**src/rtl/muldiv_hilo_ctrl.sv**
```systemverilog
// HI/LO register owner: commits multiplies and MTHI/MTLO, sequences the external
// radix-2 divider with cancel on flush/exception and a watchdog timeout.
module muldiv_hilo_ctrl #(
  parameter int unsigned MAX_DIV_CYCLES = 40,
  parameter int unsigned CNT_W          = 6
) (
  input  logic        clk,
  input  logic        rst,
  input  logic        op_valid,
  input  logic [2:0]  op,
  input  logic [31:0] rs_val,
  input  logic [31:0] rt_val,
  input  logic        flush,
  input  logic        except,
  input  logic        stall_mem,
  input  logic [63:0] mul_result,
  output logic        mul_sign,
  output logic        div_opn_valid,
  output logic        div_sign,
  output logic [31:0] div_a,
  output logic [31:0] div_b,
  output logic        div_res_ready,
  input  logic        div_res_valid,
  input  logic [63:0] div_result,
  output logic        div_cancel,
  output logic [31:0] hi,
  output logic [31:0] lo,
  output logic        stall_req,
  output logic        div_timeout
);

  localparam logic [2:0] OP_MULT  = 3'b001;
  localparam logic [2:0] OP_MULTU = 3'b010;
  localparam logic [2:0] OP_DIV   = 3'b011;
  localparam logic [2:0] OP_DIVU  = 3'b100;
  localparam logic [2:0] OP_MTHI  = 3'b101;
  localparam logic [2:0] OP_MTLO  = 3'b110;

  localparam logic [CNT_W-1:0] CNT_LAST = CNT_W'(MAX_DIV_CYCLES - 1);

  typedef enum logic {
    S_IDLE     = 1'b0,
    S_DIV_BUSY = 1'b1
  } state_e;

  state_e            state_q, state_d;
  logic [CNT_W-1:0]  cnt_q, cnt_d;
  logic [31:0]       hi_q, hi_d;
  logic [31:0]       lo_q, lo_d;
  logic              timeout_q, timeout_d;

  logic kill;
  logic is_div;
  logic write_ok;

  assign kill     = flush | except;
  assign is_div   = (op == OP_DIV) || (op == OP_DIVU);
  assign write_ok = op_valid & ~kill & ~stall_mem;

  // State and architectural registers
  always_ff @(posedge clk) begin
    if (rst) begin
      state_q   <= S_IDLE;
      cnt_q     <= '0;
      hi_q      <= '0;
      lo_q      <= '0;
      timeout_q <= 1'b0;
    end else begin
      state_q   <= state_d;
      cnt_q     <= cnt_d;
      hi_q      <= hi_d;
      lo_q      <= lo_d;
      timeout_q <= timeout_d;
    end
  end

  // Next-state, HI/LO write selection and divider handshake
  always_comb begin
    state_d       = state_q;
    cnt_d         = cnt_q;
    hi_d          = hi_q;
    lo_d          = lo_q;
    timeout_d     = timeout_q;
    mul_sign      = 1'b0;
    div_opn_valid = 1'b0;
    div_sign      = 1'b0;
    div_a         = '0;
    div_b         = '0;
    div_res_ready = 1'b0;
    div_cancel    = 1'b0;
    stall_req     = 1'b0;

    if (rst) begin
      div_cancel = 1'b1;
    end else begin
      mul_sign = op_valid & (op == OP_MULT);
      unique case (state_q)
        S_IDLE: begin
          if (op_valid && !kill && is_div) begin
            div_opn_valid = 1'b1;
            div_a         = rs_val;
            div_b         = rt_val;
            div_sign      = (op == OP_DIV);
            stall_req     = 1'b1;
            state_d       = S_DIV_BUSY;
            cnt_d         = '0;
          end else if (write_ok) begin
            unique case (op)
              OP_MULT, OP_MULTU: begin
                hi_d = mul_result[63:32];
                lo_d = mul_result[31:0];
              end
              OP_MTHI: hi_d = rs_val;
              OP_MTLO: lo_d = rs_val;
              default: ;
            endcase
          end
        end
        S_DIV_BUSY: begin
          div_opn_valid = 1'b1;
          div_a         = rs_val;
          div_b         = rt_val;
          div_sign      = (op == OP_DIV);
          stall_req     = ~div_res_valid;
          cnt_d         = cnt_q + CNT_W'(1);
          // Cancel outranks a same-cycle commit
          if (kill) begin
            div_cancel = 1'b1;
            state_d    = S_IDLE;
          end else if (div_res_valid && !stall_mem) begin
            div_res_ready = 1'b1;
            hi_d          = div_result[63:32];
            lo_d          = div_result[31:0];
            state_d       = S_IDLE;
          end else if (!div_res_valid && (cnt_q == CNT_LAST)) begin
            div_cancel = 1'b1;
            timeout_d  = 1'b1;
            stall_req  = 1'b0;
            state_d    = S_IDLE;
          end
        end
        default: state_d = S_IDLE;
      endcase
    end
  end

  assign hi          = hi_q;
  assign lo          = lo_q;
  assign div_timeout = timeout_q;

endmodule

```
**config.mk**
```make
export PLATFORM = sky130hd
export DESIGN_NAME = muldiv_hilo_ctrl
export DESIGN_NICKNAME = d
export VERILOG_FILES = /design/src/rtl/muldiv_hilo_ctrl.sv
export SDC_FILE = /design/constraint.sdc
export NUM_CORES = 1
export LEC_CHECK = 0
export CORE_AREA = 5 5 129 131
export DETAILED_ROUTE_END_ITERATION = 10
export DIE_AREA = 0 0 134 136
export PLACE_DENSITY = 0.76
export SYNTH_ARGS = -nofsm -noshare
export SYNTH_HDL_FRONTEND = slang
export SYNTH_SLANG_ARGS = --single-unit
```
**constraint.sdc**
```tcl
create_clock -name clk -period 3 [get_ports clk]
set_clock_uncertainty 0.2 [all_clocks]
set_input_delay 0.75 -clock clk [delete_from_list [all_inputs] [get_ports clk]]
set_output_delay 0.75 -clock clk [all_outputs]
set_load 0.02 [all_outputs]
```
Word-level counts from Yosys, hierarchy flattened
Cells that the tools add are included.

word-level totals
  word-level logic and storage cells = 86
  bits in registers = 72

cells by class
  bitwise operators = 9
  eq/ne operators = 14
  reductions and logical operators = 12
  muxes and demuxes = 45
  add/sub/neg operators = 1

operators with widths
  kind                 number
  $mux 32              12
  $pmux 32 s2          6
  $mux 1               21
  $pmux 6 s2           1
  $reduce_and 5->1     2
  $eq 3x3->1 const B   3
  $ne 2x2->1 const B   4
  $pmux 1 s2           4
  $add 6x1->6 const B  1
  $eq 3x2->1 const B   2
  $eq 6x6->1 const B   1
  $mux 6               1
  $ne 3x1->1 const B   2
  $not 1->1            5
  $logic_and 1x1->1    4
  $reduce_and 4->1     1
  $and 1x1->1          3
  $eq 3x1->1 const B   1
  $logic_not 1->1      3
  $ne 2x1->1 const B   1
  $reduce_or 2->1      1
  $logic_or 1x1->1     1
  $or 1x1->1           1

Logic depth before layout (Yosys ltp)
  depth after elaboration = 7
  depth in mapped cells = 6

Least setup slack after synthesis
No wires, ideal clock.

  path type = input-to-output
  start point = input except
  end point = output div_b[19]
  setup slack = 0.007 ns
  stages = 5
  arrival time = 2.043 ns
  path through = nor2_1 > o211ai_2 > a21oi_1 > clkbuf_1 > and2_1

between the ends
  word-level cells in the longest chain between the ends = 7

ends and longest elaborated chain
  item                             line  text
  from (decl)                      14    input logic except,
  $or 1x1->1                       56    assign kill = flush | except;
  $logic_not 1->1                  99    if (op_valid && !kill && is_div) begin
  $logic_and 1x1->1 (2 in series)  99
  $mux 32                          99
  $pmux 32 s2                      97    unique case (state_q)
  $mux 32                          93    if (rst) begin
  to (decl)                        21    output logic [31:0] div_b,

Every way passes these cells.

Final worst setup path
  start point = input op[1]
  end point = output div_b[7]

between the ends
  word-level cells in the longest chain between the ends = 6
  elaborated cells between the ends (all ways) = 7
  classes of those cells = eq/ne: 2; mux: 3; reduce/logical: 2

ends and longest elaborated chain
  item                                             line  text
  from (decl)                                      10    input logic [2:0] op,
  $eq 3x2->1 / $eq 3x3->1 (equally long branches)  57    assign is_div = (op == OP_DIV) || (op == OP_DIVU);
  $logic_or 1x1->1 *                               57
  $logic_and 1x1->1 *                              99
  $mux 32 *                                        99
  $pmux 32 s2 *                                    97
  $mux 32 *                                        93

Every way passes the cells marked *; elsewhere a longest branch is shown, timed or not.

==> results.py <==
metrics = {
    "synth": {
        "yosysWarnings": 0,
        "seq_area_frac_synth": 0.3166,
        "synth_edf_count": 0,
        "synth_top_area_share": 0.3166,
        "syn_nets": 844,
        "synth_cell_types": 37,
        "syn_avg_cell_area_um2": 7.103,
        "synth_top_cell_by_area": "dfxtp_1",
        "synth_most_common_cell": "nand2_1",
        "syn_inst": 641,
        "syn_area_um2": 4553,
        "ys_top_cells_by_area": "dfxtp_1 (32%), a311o_1 (14%), nand2_1 (11%), and2_1 (8.9%), a21oi_1 (7.6%)",
        "ys_async_sr_fraction": 0,
        "synth-main-ff-cell": "dfxtp_1",
        "synth_commonest_cells": "nand2_1 (129), dfxtp_1 (72), nor2_1 (70)",
        "ys_ff_latch": 72,
    },
    "sta": {
        "fmax_mhz": 324.9,
        "rsz0062_at_grt": "true",
        "maxSlewHeadroom": 0.5560,
        "worst_slack_ns": -0.07828,
        "slew_violations": 0,
        "min_period_ns": 3.078,
        "final.period_utilization": 1.026,
        "tightest_slew_ns": 0.6660,
        "setup_violations": 41,
        "finalHoldViolCount": 0,
    },
    "run": {
        "max_cap_viol_count": 0,
    },
    "routing": {
        "wl_per_cell_um": 20.72,
        "via_count": 6367,
        "vias_per_cell": 5.306,
        "drtIter0Drc": 455,
        "finalWirelength_mm": 24.86,
        "drc_errors": 0,
        "ant_nets": 0,
        "drt_first_pass_iters": 5,
    },
    "power_and_ir_drop": {
        "peakVddDrop_mv": 0.2393,
        "p_per_area_nw_per_um2": 288.5,
        "leakagePower_uw": 0.003554,
    },
    "global_route": {
        "grt_first_pass_wirelength_mm": 36.09,
        "grt-ovfl-total": 0,
        "grt_pass1_vias": 6325,
        "grt_util_all_layers": 0.2570,
        "antenna_found_initial": 0,
        "grt_max_degree": 65,
    },
    "die": {
        "rows": 46,
        "die_h_um": 136,
        "fp.dieArea_um2": 18220,
        "start_util": 0.2941,
        "core_area_um2": 15480,
        "pin_count": 337,
        "die_w_um": 134,
    },
    "worst_setup_path": {
        "path_max_fanout": 8,
        "crit_arrival_ns": 2.13,
        "critPathRequiredTime_ns": 2.05,
        "startpoint_type": "input port",
        "cp-end-kind": "output port",
        "worstSetupPathType": "input port to output port",
    },
    "clock_tree": {
        "clockBufferDepth": 2,
        "cts_made_buffers": 9,
        "clkLatencyLatePin_ns": 0.34,
        "clk_pin_slew_ns": 0.06,
        "cts-root-buf": "clkbuf_16",
        "clock_sinks": 72,
        "h-tree-depth": 3,
        "cts_tree": "yes",
    },
    "final_layout": {
        "nets": 1207,
        "area_delta_synth_final_pct": 99.20,
        "nFillCells": 1406,
        "stdcell_area_um2": 9070,
        "drive_gt1_frac": 0.2252,
        "n_antenna_cell": 0,
        "stdcell_count": 1200,
    },
    "placed_design": {
        "io_buffers": 336,
        "gp_congestion": 0.9895,
        "place_inst": 1171,
        "dp_hpwl_mm": 18.30,
        "place_area_um2": 8482,
        "place_ws_ns": -0.8459,
    },
    "outcome": {
        "status": "finished with violations",
        "violations": "setup timing",
    },
    "worst_hold_path": {
        "min_path_type": "register to register",
    },
}
## what timing repair did
action                                 CTS  global route
endpoints found under the hold margin    0             0
resized for setup                      399            35
cloned                                   3             2
hold buffers                             0             0
pin swaps                               11            16
setup endpoints to repair               70            58
buffers inserted                        11             2
## stage by stage
stage	utilization	setup TNS [ns]	power [uW]	hold slack, ns
finish	0.5858	-2.028	2617	0.2534
global placement	0.5478	-50.87	1584	0.2412
floorplan	-	0	1151	0.2728
detailed placement	0.5478	-54.07	1584	0.2459
CTS	0.5824	-1.178	2633	0.2533
global route	0.5858	-4.206	2723	0.2731
## layout make-up
cell class / instances / area (um2) / share of cell area
repair buffers: 417 / 4121 / 0.4544
multi-input cells: 503 / 2987 / 0.3293
flip-flops and latches: 72 / 1441 / 0.1589
clock buffers: 12 / 256.5 / 0.02828
well taps: 192 / 240.2 / 0.02649
clock inverters: 3 / 17.52 / 0.001931
inverters: 1 / 6.256 / 0.0006898
## logic make-up after synthesis
| group | Yosys count | synth area share |
|---|---|---|
| adders and majority gates | 1 | 0.002748 |
| buffers and inverters | 66 | 0.06265 |
| AOI/OAI and AO/OA | 143 | 0.2429 |
| DFF | 72 | 0.3166 |
| muxes | 3 | 0.007419 |
| and+or+nand+nor | 356 | 0.3677 |
## power by group
group | internal, uW | switching, uW | total, uW
clock network | 598 | 424 | 1020
registers | 966 | 4.87 | 971
logic | 369 | 254 | 623
## state kept, by name, indices dropped and copies added, names as in the netlist
name,cells
lo,32
hi,32
cnt_q,6
state_q,1
div_timeout,1
## metal layers
metal  global-route usage  wire length (um)  vias to the layer above
met4              0.09943               651                        0
met2               0.4666             12770                      324
met5                    0                 0                        -
met3              0.07439              2163                       32
li1                     -                 -                     2986
met1               0.2829              9276                     3025
## worst max-delay path, stage by stage
cell and delay [ns]:
buf_8 0.10, and3b_2 0.23, o211ai_4 0.23, a21oi_4 0.10, buf_6 0.14, buf_12 0.13, clkbuf_16 0.16, and2_4 0.16
buf_6 0.12
## worst paths after layout
kind,cells after the start,slack (ns),from,end
hold reg to reg,2,0.25,hi[0]$_SDFFE_PP0P_,hi[0]$_SDFFE_PP0P_
setup / recovery,9,-0.08,op[1],div_b[7]
hold / removal,2,0.25,hi[0]$_SDFFE_PP0P_,hi[0]$_SDFFE_PP0P_
setup reg to reg,6,0.87,state_q$_SDFF_PP0_,hi[15]$_SDFFE_PP0P_
## cells in the final DEF (no fill, tap or decap), types with 2 or more instances in the layout
master,n
and2_4,40
nor3b_2,2
nand3_1,69
nor2b_4,2
clkbuf_8,2
buf_6,43
clkinv_2,2
or3_1,2
and2_1,25
dfxtp_1,72
clkbuf_16,11
a311o_1,62
clkdlybuf4s50_1,259
nand2_1,129
nand3b_1,4
buf_8,3
nor3_2,2
a311oi_1,2
a21oi_1,68
dlygate4sd2_1,4
nor2_1,69
buf_12,12
buf_4,79
o41ai_1,2
o311ai_4,2
mux2_2,3
clkbuf_2,3
buf_2,11
nand2b_1,4
Power figures use the tool's default switching activity.
